[src/rtl/design_36_host.sv]
// design_36_host: request/response wrapper that issues operands to a compute unit and waits for its result or a timeout
module design_36_host #(
  parameter int W       = 10,
  parameter int TIMEOUT = 15
) (
  input  logic         clk,
  input  logic         rst_n,
  input  logic         req_valid,
  output logic         req_ready,
  input  logic [W-1:0] req_a,
  input  logic [W-1:0] req_b,
  output logic         dut_start,
  output logic [W-1:0] dut_a,
  output logic [W-1:0] dut_b,
  input  logic [W-1:0] dut_y,
  input  logic         dut_valid,
  output logic         rsp_valid,
  input  logic         rsp_ready,
  output logic [W-1:0] rsp_y,
  output logic         rsp_timeout,
  output logic         busy,
  output logic [7:0]   txn_count
);
  typedef enum logic [1:0] {IDLE, ISSUE, WAIT, RESP} state_t;
  state_t state_q, state_d;
  logic [7:0] cnt_q, cnt_d, txn_q, txn_d;
  logic [W-1:0] a_q, a_d, b_q, b_d, y_q, y_d;
  logic to_q, to_d;
  always_comb begin
    state_d = state_q;
    cnt_d   = cnt_q;
    txn_d   = txn_q;
    a_d     = a_q;
    b_d     = b_q;
    y_d     = y_q;
    to_d    = to_q;
    case (state_q)
      IDLE: if (req_valid) begin
        state_d = ISSUE;
        a_d     = req_a;
        b_d     = req_b;
      end
      ISSUE: begin
        state_d = WAIT;
        cnt_d   = '0;
      end
      WAIT: begin
        cnt_d = cnt_q + 8'd1;
        // a result arriving on the timeout cycle still wins
        if (dut_valid) begin
          y_d     = dut_y;
          to_d    = 1'b0;
          state_d = RESP;
        end else if (cnt_q == 8'(TIMEOUT - 1)) begin
          y_d     = '0;
          to_d    = 1'b1;
          state_d = RESP;
        end
      end
      RESP: if (rsp_ready) begin
        state_d = IDLE;
        txn_d   = txn_q + 8'd1;
      end
    endcase
  end
  always_ff @(posedge clk or negedge rst_n) begin
    if (!rst_n) begin
      state_q <= IDLE;
      cnt_q   <= '0;
      txn_q   <= '0;
      a_q     <= '0;
      b_q     <= '0;
      y_q     <= '0;
      to_q    <= 1'b0;
    end else begin
      state_q <= state_d;
      cnt_q   <= cnt_d;
      txn_q   <= txn_d;
      a_q     <= a_d;
      b_q     <= b_d;
      y_q     <= y_d;
      to_q    <= to_d;
    end
  end
  assign req_ready   = state_q == IDLE;
  assign busy        = state_q != IDLE;
  assign dut_start   = state_q == ISSUE;
  assign rsp_valid   = state_q == RESP;
  assign dut_a       = a_q;
  assign dut_b       = b_q;
  assign rsp_y       = y_q;
  assign rsp_timeout = to_q;
  assign txn_count   = txn_q;
endmodule

[config.mk]
export PLATFORM = sky130hd
export DESIGN_NAME = design_36_host
export DESIGN_NICKNAME = d
export VERILOG_FILES = /design/src/rtl/design_36_host.sv
export SDC_FILE = /design/constraint.sdc
export NUM_CORES = 1
export LEC_CHECK = 0
export CAP_MARGIN = 25
export CORE_ASPECT_RATIO = 1.5
export CORE_MARGIN = 10
export CORE_UTILIZATION = 45
export CTS_CLUSTER_DIAMETER = 50
export DETAILED_ROUTE_END_ITERATION = 8
export GPL_TIMING_DRIVEN = 0
export PLACE_DENSITY_LB_ADDON = 0.15
export SYNTH_ARGS = -nofsm -noshare
export SYNTH_HDL_FRONTEND = slang
export SYNTH_SLANG_ARGS = --single-unit
[constraint.sdc]
create_clock -name clk -period 2 [get_ports clk]
set_input_delay 0.4 -clock clk [delete_from_list [all_inputs] [get_ports clk]]
set_output_delay 0.4 -clock clk [all_outputs]
set_load 0.02 [all_outputs]
==> impl_metrics.env, run 1 <==
export IMPL_r2r_start="state_q[1]$_DFFE_PN0P_"
export IMPL_ys_ff_latch=49
export IMPL_nNetsFinal=321
export IMPL_drcViolationCount=0
export IMPL_hold_ws_ns=0.00422
export IMPL_portBuffers=77
export IMPL_diodes=0
export IMPL_dpl_hpwl_um=4270
export IMPL_status="finished clean"
export IMPL_grt_antenna_before_repair=0
export IMPL_avgSynthCellArea_um2=11.6
export IMPL_yosysWarnings=0
export IMPL_core_area_um2=4810
export IMPL_drv_slew=0
export IMPL_cap_violations=0
export IMPL_slew_headroom=0.689
export IMPL_rsz0062_at_grt="false"
export IMPL_num_vias=1744
export IMPL_layout_area_overhead_vs_synth_pct=42.6
export IMPL_drt_total_wl_um=5500
export IMPL_wl_per_cell_um=16.0
export IMPL_overflow=0
export IMPL_track_usage=0.141
export IMPL_ios=78
export IMPL_required_ns=1.60
export IMPL_syn_num_nets=236
export IMPL_synth_top_family_by_area="simple AND/OR/NAND/NOR gates"
export IMPL_ys_seq_area_frac=0.548
export IMPL_ir_worst_vdd_v=0.000681
export IMPL_drtIter0Drc=97
export IMPL_crit_arrival_ns=1.45
export IMPL_initial_utilization=0.465
export IMPL_drive_gt1_frac=0.136
export IMPL_postSynthCellCount=193
export IMPL_start_kind="flip-flop"
export IMPL_clockRootBuffer="clkbuf_8"
export IMPL_async_flop_share=1.00
export IMPL_clkSinkCount=49
export IMPL_synthAdderAreaFrac=0.0447
export IMPL_fmax_mhz=540
export IMPL_dpl_cell_area_um2=3110
export IMPL_synth_compound_area_frac=0.110
export IMPL_setup_viol=0
export IMPL_synthMuxAreaShare=0.115
export IMPL_htree_levels=2
export IMPL_dr_pass1_iters=4
export IMPL_power_leakage_nw=1.38
export IMPL_ys_flop_type="dfrtp_1"
export IMPL_p_per_area_nw_per_um2=1420
export IMPL_grt_pass1_vias=1855
export IMPL_fin_util=0.663
export IMPL_gp_congestion=0.744
export IMPL_synthDistinctLibCells=39
export IMPL_grt_pass1_wl_um=9400
export IMPL_synth_simple_gate_area_frac=0.123
export IMPL_syn_area_um2=2240
export IMPL_synth_xor_area_frac=0.0274
export IMPL_fin_setup_tns_ns=0
export IMPL_finClkSkew_ns=0.00336
export IMPL_fp_row_count=31
export IMPL_antenna_left=0
export IMPL_cts_tree="done"
export IMPL_rr_worst_depth=6
export IMPL_crit_type="reg -> out"
export IMPL_rr_endpoint="cnt_q[7]$_DFFE_PN0P_"
export IMPL_die_area_um2=8250
export IMPL_r2r_setup_slack_ns=0.16
export IMPL_viasPerCell=5.06
export IMPL_worst_slack_ns=0.147
export IMPL_worstMarginPinSlew_ns=0.466
export IMPL_clockBufferDepth=2
export IMPL_design_area_um2=3190
export IMPL_synth_edf_count=0
export IMPL_die_height_um=106
export IMPL_worstHoldPathType="in -> async"
export IMPL_post_place_ws_ns=0.133
export IMPL_crit_path_end_kind="output pin"
export IMPL_fillerInstances=422
export IMPL_cts_buffers=5
export IMPL_worstSkewPairLatency_ns=0.30
export IMPL_finalHoldViolations=0
export IMPL_period_needed_ns=1.85
export IMPL_die_w_um=77.6
export IMPL_fin_crit_sh=0.927
export IMPL_grt_max_degree=35
export IMPL_critPathMaxFanout=5
export IMPL_path_clk_slew_ns=0.09
## cell usage after synthesis, types with 2 or more instances
| cell type | number | area share |
|---|---|---|
| nor2b_1 | 4 | 0.011 |
| mux2_2 | 22 | 0.11 |
| o21ai_0 | 16 | 0.036 |
| o211ai_1 | 2 | 0.0067 |
| or4_1 | 3 | 0.010 |
| nor2_1 | 5 | 0.0084 |
| nor3_1 | 3 | 0.0067 |
| ha_1 | 8 | 0.045 |
| a22oi_1 | 10 | 0.034 |
| nand3_1 | 4 | 0.0089 |
| nand4_1 | 2 | 0.0056 |
| xor2_1 | 5 | 0.020 |
| xnor2_1 | 2 | 0.0078 |
| buf_2 | 3 | 0.0067 |
| nand2_1 | 21 | 0.035 |
| dfrtp_1 | 49 | 0.55 |
| inv_1 | 8 | 0.013 |
| clkbuf_1 | 3 | 0.0050 |
| buf_4 | 2 | 0.0067 |
| nand2b_1 | 2 | 0.0056 |
## cells by family after synthesis
group,after synthesis
AOI/OAI and AO/OA,37
xor gates and xnor gates,7
adders and majority gates,8
buffers and inverters,16
DFF,49
muxes,23
and+or+nand+nor,53
## sequential cells by signal, summed over array words and instances (netlist names)
name and cells:
cnt_q 8, state_q 2, dut_a 10, dut_b 10, rsp_timeout 1, rsp_y 10
txn_count 8
## metal layers
metal	up-vias	global-route usage	part of all wire
li1	846	-	-
met1	833	0.170	0.44
met2	55	0.236	0.49
met3	10	0.0379	0.041
met4	0	0.0484	0.019
met5	-	0	0
## worst max-delay path, cell delays in order, from the launching register on
cell           delay, ns
dfrtp_1             0.41
inv_1               0.14
ha_1                0.23
inv_1               0.05
dlygate4sd2_1       0.32
## repair_timing
item	in CTS	in global routing
setup endpoints to repair	4	3
gates resized for setup	4	2
hold buffers	0	0
setup buffers	0	0
## power breakdown
group / internal (W) / total, W / switching (W)
sequential: 0.00136 / 0.00160 / 0.000242
combinational: 0.00120 / 0.00237 / 0.00117
clock: 0.000243 / 0.000567 / 0.000324
total: 0.00280 / 0.00454 / 0.00174
## placed cells by master (no fill, tap or decap), drive strengths merged, types with 4 or more instances in the layout
cell type,synthesis,final
dlygate4sd2,0,4
dfrtp,49,49
clkdlybuf4s50,0,72
nor2b,4,4
nand3,4,4
inv,8,8
o21ai,16,16
nor2,5,5
a22oi,10,10
ha,8,8
mux2,22,22
nand2,21,21
clkbuf,3,8
buf,5,8
xor2,5,5
## worst max path at each step
stage,from,endpoint,slack (ns)
final,state_q[0]$_DFFE_PN0P_,busy,0.15
after global placement,rst_n,rsp_y[7]$_DFFE_PN0P_,-0.92
after CTS,state_q[1]$_DFFE_PN0P_,cnt_q[7]$_DFFE_PN0P_,0.12
after global routing,state_q[0]$_DFFE_PN0P_,rsp_y[7]$_DFFE_PN0P_,0.004
after detailed placement,state_q[1]$_DFFE_PN0P_,cnt_q[7]$_DFFE_PN0P_,0.13
after floorplan,state_q[1]$_DFFE_PN0P_,cnt_q[7]$_DFFE_PN0P_,0.33
## metrics by stage
stage          power [W]  std cells
3_5_place_dp     0.00406        337
3_3_place_gp     0.00401        336
6_report         0.00454        345
5_1_grt          0.00489        345
4_1_cts          0.00460        345
2_1_floorplan    0.00298        193
## area by class of cell
type	count	area, µm²	share of cell area
flip-flops and latches	49	1230	0.384
multi-input cells	128	946	0.297
repair buffers	78	781	0.245
well taps	66	82.6	0.0259
clock buffers	6	72.6	0.0228
plain buffers	8	41.3	0.0129
inverters	8	30.0	0.00942
clock inverters	2	10.0	0.00314
No activity file was read; power rests on OpenSTA's default activity.
==> run 2: changes to the inputs <==
--- a/config.mk
+++ b/config.mk
@@ -13,6 +13,7 @@
 export DETAILED_ROUTE_END_ITERATION = 8
 export GPL_TIMING_DRIVEN = 0
 export PLACE_DENSITY_LB_ADDON = 0.15
+export SKIP_CTS_REPAIR_TIMING = 1
 export SYNTH_ARGS = -nofsm -noshare
 export SYNTH_HDL_FRONTEND = slang
 export SYNTH_SLANG_ARGS = --single-unit
==> impl_metrics.env, run 2 (synthesis gave the netlist of run 1 again) <==
export IMPL_status="finished clean"
export IMPL_ios=78
export IMPL_clockRootBuffer="clkbuf_8"
export IMPL_worst_slack_ns=0.161
export IMPL_grt_antenna_before_repair=0
export IMPL_power_leakage_nw=1.42
export IMPL_setup_viol=0
export IMPL_gp_congestion=0.744
export IMPL_drcViolationCount=0
export IMPL_finalPower_w=0.00456
export IMPL_drtIter0Drc=97
export IMPL_antenna_left=0
export IMPL_fmax_mhz=544
export IMPL_dp_cells=337
export IMPL_diodes=0
export IMPL_wl_per_cell_um=16.0
export IMPL_grt_max_degree=35
export IMPL_portBuffers=77
export IMPL_htree_levels=2
export IMPL_crit_type="reg -> reg"
export IMPL_ir_worst_vdd_v=0.000681
export IMPL_viasPerCell=5.05
export IMPL_grt_pass1_vias=1855
export IMPL_clockBufferDepth=2
export IMPL_required_ns=2.19
export IMPL_fin_crit_sh=0.919
export IMPL_cts_tree="done"
export IMPL_crit_path_end_kind="flip-flop"
export IMPL_switching_share=0.381
export IMPL_crit_arrival_ns=2.03
export IMPL_num_vias=1743
export IMPL_grt_pass1_wl_um=9400
export IMPL_start_kind="flip-flop"
export IMPL_cts_buffers=5
export IMPL_die_height_um=106
export IMPL_dr_pass1_iters=4
export IMPL_dpl_hpwl_um=4270
export IMPL_fin_util=0.666
export IMPL_die_w_um=77.6
export IMPL_dpl_cell_area_um2=3110
export IMPL_p_seq_frac=0.351
export IMPL_post_place_ws_ns=0.133
export IMPL_design_area_um2=3200
export IMPL_critPathMaxFanout=10
export IMPL_clock_power_share=0.124
export IMPL_worstMarginPinSlew_ns=0.466
export IMPL_final_common_cell="clkdlybuf4s50_1"
export IMPL_rsz0062_at_grt="false"
export IMPL_core_area_um2=4810
export IMPL_drv_slew=0
export IMPL_die_area_um2=8250
export IMPL_combPwrFrac=0.525
export IMPL_slew_headroom=0.689
export IMPL_drt_total_wl_um=5510
export IMPL_drive_gt1_frac=0.136
export IMPL_switchingPower_w=0.00174
export IMPL_finalNonFillerCells=345
export IMPL_track_usage=0.141
export IMPL_fp_row_count=31
export IMPL_fillerInstances=415
export IMPL_worstSkewPairLatency_ns=0.30
export IMPL_period_needed_ns=1.84
export IMPL_p_int_w=0.00282
export IMPL_layout_area_overhead_vs_synth_pct=43.2
export IMPL_finClkSkew_ns=0.00336
export IMPL_path_clk_slew_ns=0.09
export IMPL_finalHoldViolations=0
export IMPL_final_cell_mix="clkdlybuf4s50_1 (72), dfrtp_1 (49), mux2_2 (22)"
export IMPL_worstHoldPathType="in -> async"
export IMPL_p_per_area_nw_per_um2=1420
export IMPL_overflow=0
export IMPL_cap_violations=0
export IMPL_clkSinkCount=49
export IMPL_initial_utilization=0.465
export IMPL_nNetsFinal=321
## run 2: power by group through the flow
| stage | clock [W] | combinational, W | sequential (W) |
|---|---|---|---|
| detailed placement | 0 | 0.00244 | 0.00162 |
| global placement | 0 | 0.00241 | 0.00161 |
| finish | 0.000567 | 0.00239 | 0.00160 |
| global route | 0.000632 | 0.00262 | 0.00167 |
| CTS | 0.000581 | 0.00245 | 0.00160 |
| floorplan | 0 | 0.000971 | 0.00201 |
## run 2: routing by layer
metal  part of all wire  routed length (µm)  global-route usage  up-vias
met4              0.019                 106              0.0484        0
met1               0.44                2450               0.170      832
met5                  0                   0                   0        -
li1                   -                   -                   -      846
met3              0.041                 228              0.0379       10
met2               0.49                2730               0.236       55
## run 2: worst paths after layout
check	from	to	slack [ns]	cells after the start
worst max-delay path	state_q[1]$_DFFE_PN0P_	cnt_q[7]$_DFFE_PN0P_	0.16	6
worst min-delay path	rst_n	dut_a[3]$_DFFE_PN0P_	0.004	1
worst max register to register	state_q[1]$_DFFE_PN0P_	cnt_q[7]$_DFFE_PN0P_	0.16	6
worst min register to register	txn_count[7]$_DFFE_PN0P_	txn_count[7]$_DFFE_PN0P_	0.48	1
max in group asynchronous	rst_n	dut_b[0]$_DFFE_PN0P_	1.49	2
min in group clk	txn_count[7]$_DFFE_PN0P_	txn_count[7]$_DFFE_PN0P_	0.48	1
## run 2: through the flow
stage          setup TNS (ns)  hold slack, ns
6_report                    0         0.00435
5_1_grt                     0         0.00871
4_1_cts                -0.372          0.0192
3_5_place_dp                0           0.348
3_3_place_gp           -45.00           0.458
2_1_floorplan               0           0.104
## run 2: cell type report
| class | instances | area (µm²) | share of cell area |
|---|---|---|---|
| clock buffers | 6 | 72.6 | 0.0226 |
| multi-input cells | 128 | 946 | 0.295 |
| repair buffers | 78 | 796 | 0.248 |
| plain buffers | 8 | 41.3 | 0.0129 |
| inverters | 8 | 30.0 | 0.00937 |
| well taps | 66 | 82.6 | 0.0258 |
| flip-flops and latches | 49 | 1230 | 0.383 |
| clock inverters | 2 | 10.0 | 0.00312 |
## run 2: critical path, stage by stage, from the launching register on
cell     delay (ns)
dfrtp_1        0.42
inv_1          0.10
ha_1           0.30
buf_4          0.15
nand2_1        0.10
nor4_2         0.29
mux2_2         0.36
==> run 3: changes to the inputs <==
--- a/config.mk
+++ b/config.mk
@@ -17,3 +17,4 @@
 export SYNTH_ARGS = -nofsm -noshare
 export SYNTH_HDL_FRONTEND = slang
 export SYNTH_SLANG_ARGS = --single-unit
+export TNS_END_PERCENT = 50
==> results of run 3 <==
Final layout, timing and power as in run 2 (identical DEF).
